[src/rtl/spi_responder.sv]
// SPI mode-0 target: oversamples cs_n/sclk/mosi in the clk domain, receives one WORD_W-bit
// word per frame MSB first and returns a preloaded reply word on miso.
module spi_responder #(
    parameter int WORD_W      = 16,
    parameter int SYNC_STAGES = 2
) (
    input  logic              clk,
    input  logic              rst,
    input  logic              cs_n_in,
    input  logic              sclk_in,
    input  logic              mosi_in,
    output logic              miso_out,
    output logic              miso_oe,
    input  logic [WORD_W-1:0] tx_data,
    input  logic              tx_load,
    output logic              tx_ready,
    output logic [WORD_W-1:0] rx_data,
    output logic              rx_valid,
    output logic              frame_err,
    output logic [1:0]        state_num
);

    localparam int             CW       = $clog2(WORD_W) + 1;
    localparam logic [CW-1:0]  LAST_BIT = CW'(WORD_W - 1);

    typedef enum logic [1:0] {
        IDLE  = 2'd0,
        SHIFT = 2'd1,
        DONE  = 2'd2
    } state_t;

    logic [SYNC_STAGES-1:0] r_cs_sync;
    logic [SYNC_STAGES-1:0] r_sclk_sync;
    logic [SYNC_STAGES-1:0] r_mosi_sync;
    logic                   r_sclk_prev;

    logic                   w_cs_n;
    logic                   w_sclk;
    logic                   w_mosi;
    logic                   w_rise;
    logic                   w_fall;

    state_t                 r_state;
    state_t                 w_state_nxt;
    logic                   w_start;
    logic                   w_rx_step;
    logic                   w_capture;
    logic                   w_abort;
    logic                   w_shift_out;

    logic [WORD_W-1:0]      r_hold;
    logic                   r_tx_ready;
    logic [WORD_W-1:0]      r_tx_shift;
    logic [WORD_W-1:0]      r_rx_shift;
    logic [CW-1:0]          r_bit_cnt;
    logic [WORD_W-1:0]      r_rx_data;
    logic                   r_rx_valid;
    logic                   r_frame_err;

    // cs_n synchroniser resets to the deselected level so reset never looks like a frame start
    always_ff @(posedge clk or posedge rst) begin
        if (rst) begin
            r_cs_sync   <= '1;
            r_sclk_sync <= '0;
            r_mosi_sync <= '0;
            r_sclk_prev <= 1'b0;
        end else begin
            r_cs_sync   <= {r_cs_sync[SYNC_STAGES-2:0], cs_n_in};
            r_sclk_sync <= {r_sclk_sync[SYNC_STAGES-2:0], sclk_in};
            r_mosi_sync <= {r_mosi_sync[SYNC_STAGES-2:0], mosi_in};
            r_sclk_prev <= w_sclk;
        end
    end

    assign w_cs_n = r_cs_sync[SYNC_STAGES-1];
    assign w_sclk = r_sclk_sync[SYNC_STAGES-1];
    assign w_mosi = r_mosi_sync[SYNC_STAGES-1];
    assign w_rise = w_sclk & ~r_sclk_prev;
    assign w_fall = ~w_sclk & r_sclk_prev;

    always_ff @(posedge clk or posedge rst) begin
        if (rst) r_state <= IDLE;
        else     r_state <= w_state_nxt;
    end

    // Deselect is checked before sclk edges so a coincident edge is dropped
    always_comb begin
        w_state_nxt = r_state;
        w_start     = 1'b0;
        w_rx_step   = 1'b0;
        w_capture   = 1'b0;
        w_abort     = 1'b0;
        w_shift_out = 1'b0;
        case (r_state)
            IDLE: begin
                if (!w_cs_n) begin
                    w_state_nxt = SHIFT;
                    w_start     = 1'b1;
                end
            end
            SHIFT: begin
                if (w_cs_n) begin
                    w_state_nxt = IDLE;
                    w_abort     = 1'b1;
                end else if (w_rise) begin
                    w_rx_step = 1'b1;
                    if (r_bit_cnt == LAST_BIT) begin
                        w_state_nxt = DONE;
                        w_capture   = 1'b1;
                    end
                end else if (w_fall) begin
                    w_shift_out = 1'b1;
                end
            end
            DONE: begin
                if (w_cs_n) w_state_nxt = IDLE;
            end
            default: w_state_nxt = IDLE;
        endcase
    end

    // A load always wins over frame-start consumption so the newest word is never lost
    always_ff @(posedge clk or posedge rst) begin
        if (rst) begin
            r_hold     <= '0;
            r_tx_ready <= 1'b1;
        end else begin
            if (tx_load) begin
                r_hold     <= tx_data;
                r_tx_ready <= 1'b0;
            end else if (w_start && !r_tx_ready) begin
                r_tx_ready <= 1'b1;
            end
        end
    end

    always_ff @(posedge clk or posedge rst) begin
        if (rst) begin
            r_tx_shift <= '0;
        end else if (w_start) begin
            r_tx_shift <= r_tx_ready ? '0 : r_hold;
        end else if (w_shift_out) begin
            r_tx_shift <= r_tx_shift << 1;
        end
    end

    always_ff @(posedge clk or posedge rst) begin
        if (rst) begin
            r_rx_shift <= '0;
            r_bit_cnt  <= '0;
        end else if (w_start) begin
            r_rx_shift <= '0;
            r_bit_cnt  <= '0;
        end else if (w_rx_step) begin
            r_rx_shift <= {r_rx_shift[WORD_W-2:0], w_mosi};
            r_bit_cnt  <= r_bit_cnt + CW'(1);
        end
    end

    always_ff @(posedge clk or posedge rst) begin
        if (rst) begin
            r_rx_data   <= '0;
            r_rx_valid  <= 1'b0;
            r_frame_err <= 1'b0;
        end else begin
            r_rx_valid  <= w_capture;
            r_frame_err <= w_abort;
            if (w_capture) r_rx_data <= {r_rx_shift[WORD_W-2:0], w_mosi};
        end
    end

    // Last bit stays on miso through DONE because the final fall never shifts
    assign miso_oe   = (r_state == SHIFT) || (r_state == DONE);
    assign miso_out  = miso_oe & r_tx_shift[WORD_W-1];
    assign tx_ready  = r_tx_ready;
    assign rx_data   = r_rx_data;
    assign rx_valid  = r_rx_valid;
    assign frame_err = r_frame_err;
    assign state_num = r_state;

endmodule
[config.mk]
export PLATFORM = sky130hd
export DESIGN_NAME = spi_responder
export DESIGN_NICKNAME = d
export VERILOG_FILES = /design/src/rtl/spi_responder.sv
export SDC_FILE = /design/constraint.sdc
export NUM_CORES = 1
export LEC_CHECK = 0
export ABC_AREA = 1
export CELL_PAD_IN_SITES_DETAIL_PLACEMENT = 1
export CELL_PAD_IN_SITES_GLOBAL_PLACEMENT = 1
export CORE_MARGIN = 4
export CORE_UTILIZATION = 38
export CTS_CLUSTER_SIZE = 24
export DETAILED_ROUTE_END_ITERATION = 12
export PLACE_DENSITY_LB_ADDON = 0.1
export REMOVE_ABC_BUFFERS = 1
export SLEW_MARGIN = 25
export SYNTH_ARGS = -nofsm -noshare
export SYNTH_HDL_FRONTEND = slang
export SYNTH_SLANG_ARGS = --single-unit
[constraint.sdc]
create_clock -name clk -period 2.55 [get_ports clk]
set_input_delay 0.51 -clock clk [delete_from_list [all_inputs] [get_ports clk]]
set_output_delay 0.51 -clock clk [all_outputs]
set_load 0.1 [all_outputs]
==> results.ini <==
[outcome]
status=finished, final reports clean

[timing]
max-slew-margin-rel=0.583
drv_slew=0
fin_skew_ns=0.0116
period_minus_slack_ns=2.00
rsz0062_at_grt=false
fin_tns_setup_ns=0
setup_viol=0
period_share=0.783
hold_viol_final=0
max_freq_mhz=501
worst_pin_slew_ns=0.625

[cts]
holdBufCountCts=0
clk_path_buf_depth=2
cts_tree=done
cts_setup_buffers=0
htreeDepth=3
clkTransAtPathRegs_ns=0.08
clockRootBuffer=clkbuf_8
clock_latency_ns=0.35
cts_sinks=80
cts_buffers=9
cts_resized=0

[worst_hold_path]
holdCritPathClass=reg -> reg
min_to=r_sclk_sync[1]
hold_depth=0
min_from=r_sclk_sync[0]

[layout]
final_cell_mix=146 x nand2_1, 77 x dfrtp_1, 35 x nand3_1
antennaDiodeCount=0
drive_gt1_frac=0.215
fin_nets=432
final_common_cell=nand2_1
area_growth_pct=18.8
fin_area_sq_mm=0.00418

[route]
route.vias.total=2484
ant_nets=0
drc_errors=0
wl_microns=7070
drt_iter0_markers=35
wl_per_cell_microns=13.7
routed_via_density=4.80
firstDrtPassIters=4

[global_route]
grt_max_degree=34
grt_pass1_wl_microns=12500
grt.overflow.total=0
antenna_found_initial=0
grt_pass1_vias=2613
grt_use_total=0.142

[floorplan]
dieArea_sq_mm=0.0108
fp.dieH_microns=104
start_util=0.397
row_count=34
die_w_microns=104
io_pins=45
coreArea_sq_mm=0.00885

[worst_setup_path]
reg2reg_to=r_tx_shift[15]
ff2ff_setup_slack_ns=0.72
ff2ff_path_depth=7
cp-start-kind=flip-flop
crit_fanout=4
r2r-start=state_num[0]
setup.worst_path.class=reg -> out
crit_required_ns=2.04
cp-end-kind=primary output
worstPathArrival_ns=1.49

[job]
drv_cap=0

[power]
p_leak_nw=2.21
power_density_mw_per_mm2=931
ir_worst_vdd_mv=0.509

[synth]
ys_warn_count=0
synth_seq_cells=80
syn_area_sq_mm=0.00351
avgSynthCellArea_sq_um=9.76
netlist_instances=360
synth.distinct_cells=26
yosysSeqAreaShare=0.571

[placed_design]
routabilityCongestion=0.722
dp_hpwl_microns=4840
io_buffers=44
placed_area_sq_mm=0.00396

-- per-stage QoR --
stage | total power, mW | worst slack [ns] | hold slack, ns | util | cells
floorplan | 2.57 | -0.731 | 0.331 | - | 343
global placement | 2.89 | 0.792 | 0.333 | 0.448 | 501
detailed placement | 2.92 | 0.715 | 0.339 | 0.448 | 501
CTS | 3.95 | 0.516 | 0.356 | 0.472 | 517
global route | 4.14 | 0.468 | 0.364 | 0.472 | 517
finish | 3.89 | 0.554 | 0.353 | 0.472 | 517
-- state kept, by name, indices dropped and copies added (netlist names) --
name,flops
r_cs_sync,2
r_sclk_prev,1
frame_err,1
r_rx_shift,15
r_sclk_sync,2
r_mosi_sync,2
state_num,2
rx_data,16
rx_valid,1
r_bit_cnt,5
r_tx_shift,16
r_hold,16
tx_ready,1
-- final cells by class --
class	instances	area (sq um)
clock buffer	11	131
clock inverter	5	81.3
fill	1038	4670
inverter	12	48.8
multi-input combinational	251	1320
sequential	80	2010
tap	108	135
timing repair buffer	50	453
-- kinds of logic after synthesis --
logic type	count (synthesis)	share of synthesized area
AOI/OAI and AO/OA	21	0.0321
muxes	16	0.0513
and+or+nand+nor	207	0.269
DFF	80	0.571
adders and majority gates	6	0.0214
xor gates and xnor gates	1	0.00249
buffers and inverters	29	0.0534
-- routing by layer --
metal / up-vias / track usage / wire [microns]
met5: - / 0 / 0
met4: 0 / 0.0655 / 135
met3: 12 / 0.0298 / 207
met2: 31 / 0.240 / 3500
met1: 1210 / 0.175 / 3230
li1: 1231 / - / -
-- where the power goes --
group | internal [mW] | switching (mW)
sequential | 1.45 | 0.111
clock | 0.553 | 0.461
combinational | 0.369 | 0.943
-- worst max-delay path by stage --
stage | slack [ns] | cells past startpoint | startpoint | endpoint
2_1_floorplan | -0.73 | 4 | state_num[0] | miso_out
3_3_place_gp | 0.79 | 7 | state_num[1] | r_tx_shift[2]
3_5_place_dp | 0.71 | 7 | state_num[1] | r_tx_shift[15]
4_1_cts | 0.52 | 5 | state_num[1] | miso_out
5_1_grt | 0.47 | 5 | state_num[0] | miso_out
6_report | 0.55 | 5 | state_num[1] | miso_out
-- worst max-delay path: stages, from the launching register on --
cell     delay [ns]
dfrtp_1        0.40
inv_1          0.11
ha_1           0.31
nand2_1        0.06
inv_1          0.09
buf_12         0.18
-- synth_stat cells --
master | number | area, sq um
nand2_2 | 11 | 68.8
dfrtp_1 | 77 | 1930
inv_4 | 1 | 6.26
nand2_4 | 3 | 33.8
buf_4 | 4 | 30.0
nand3_2 | 1 | 10.0
dfstp_2 | 3 | 78.8
nand2_1 | 146 | 548
inv_2 | 2 | 7.51
o21ai_2 | 2 | 17.5
xor2_1 | 1 | 8.76
buf_12 | 2 | 40.0
buf_2 | 5 | 25.0
a21oi_1 | 1 | 5.00
inv_1 | 9 | 33.8
o21ai_0 | 18 | 90.1
and3_1 | 1 | 6.26
buf_6 | 3 | 33.8
nor2_8 | 2 | 40.0
nand3_1 | 35 | 175
nor2_4 | 2 | 22.5
clkbuf_1 | 3 | 11.3
mux2_2 | 16 | 180
nand2_8 | 1 | 20.0
ha_1 | 6 | 75.1
nor2_1 | 5 | 18.8
No activity file was read; power rests on OpenSTA's default activity.
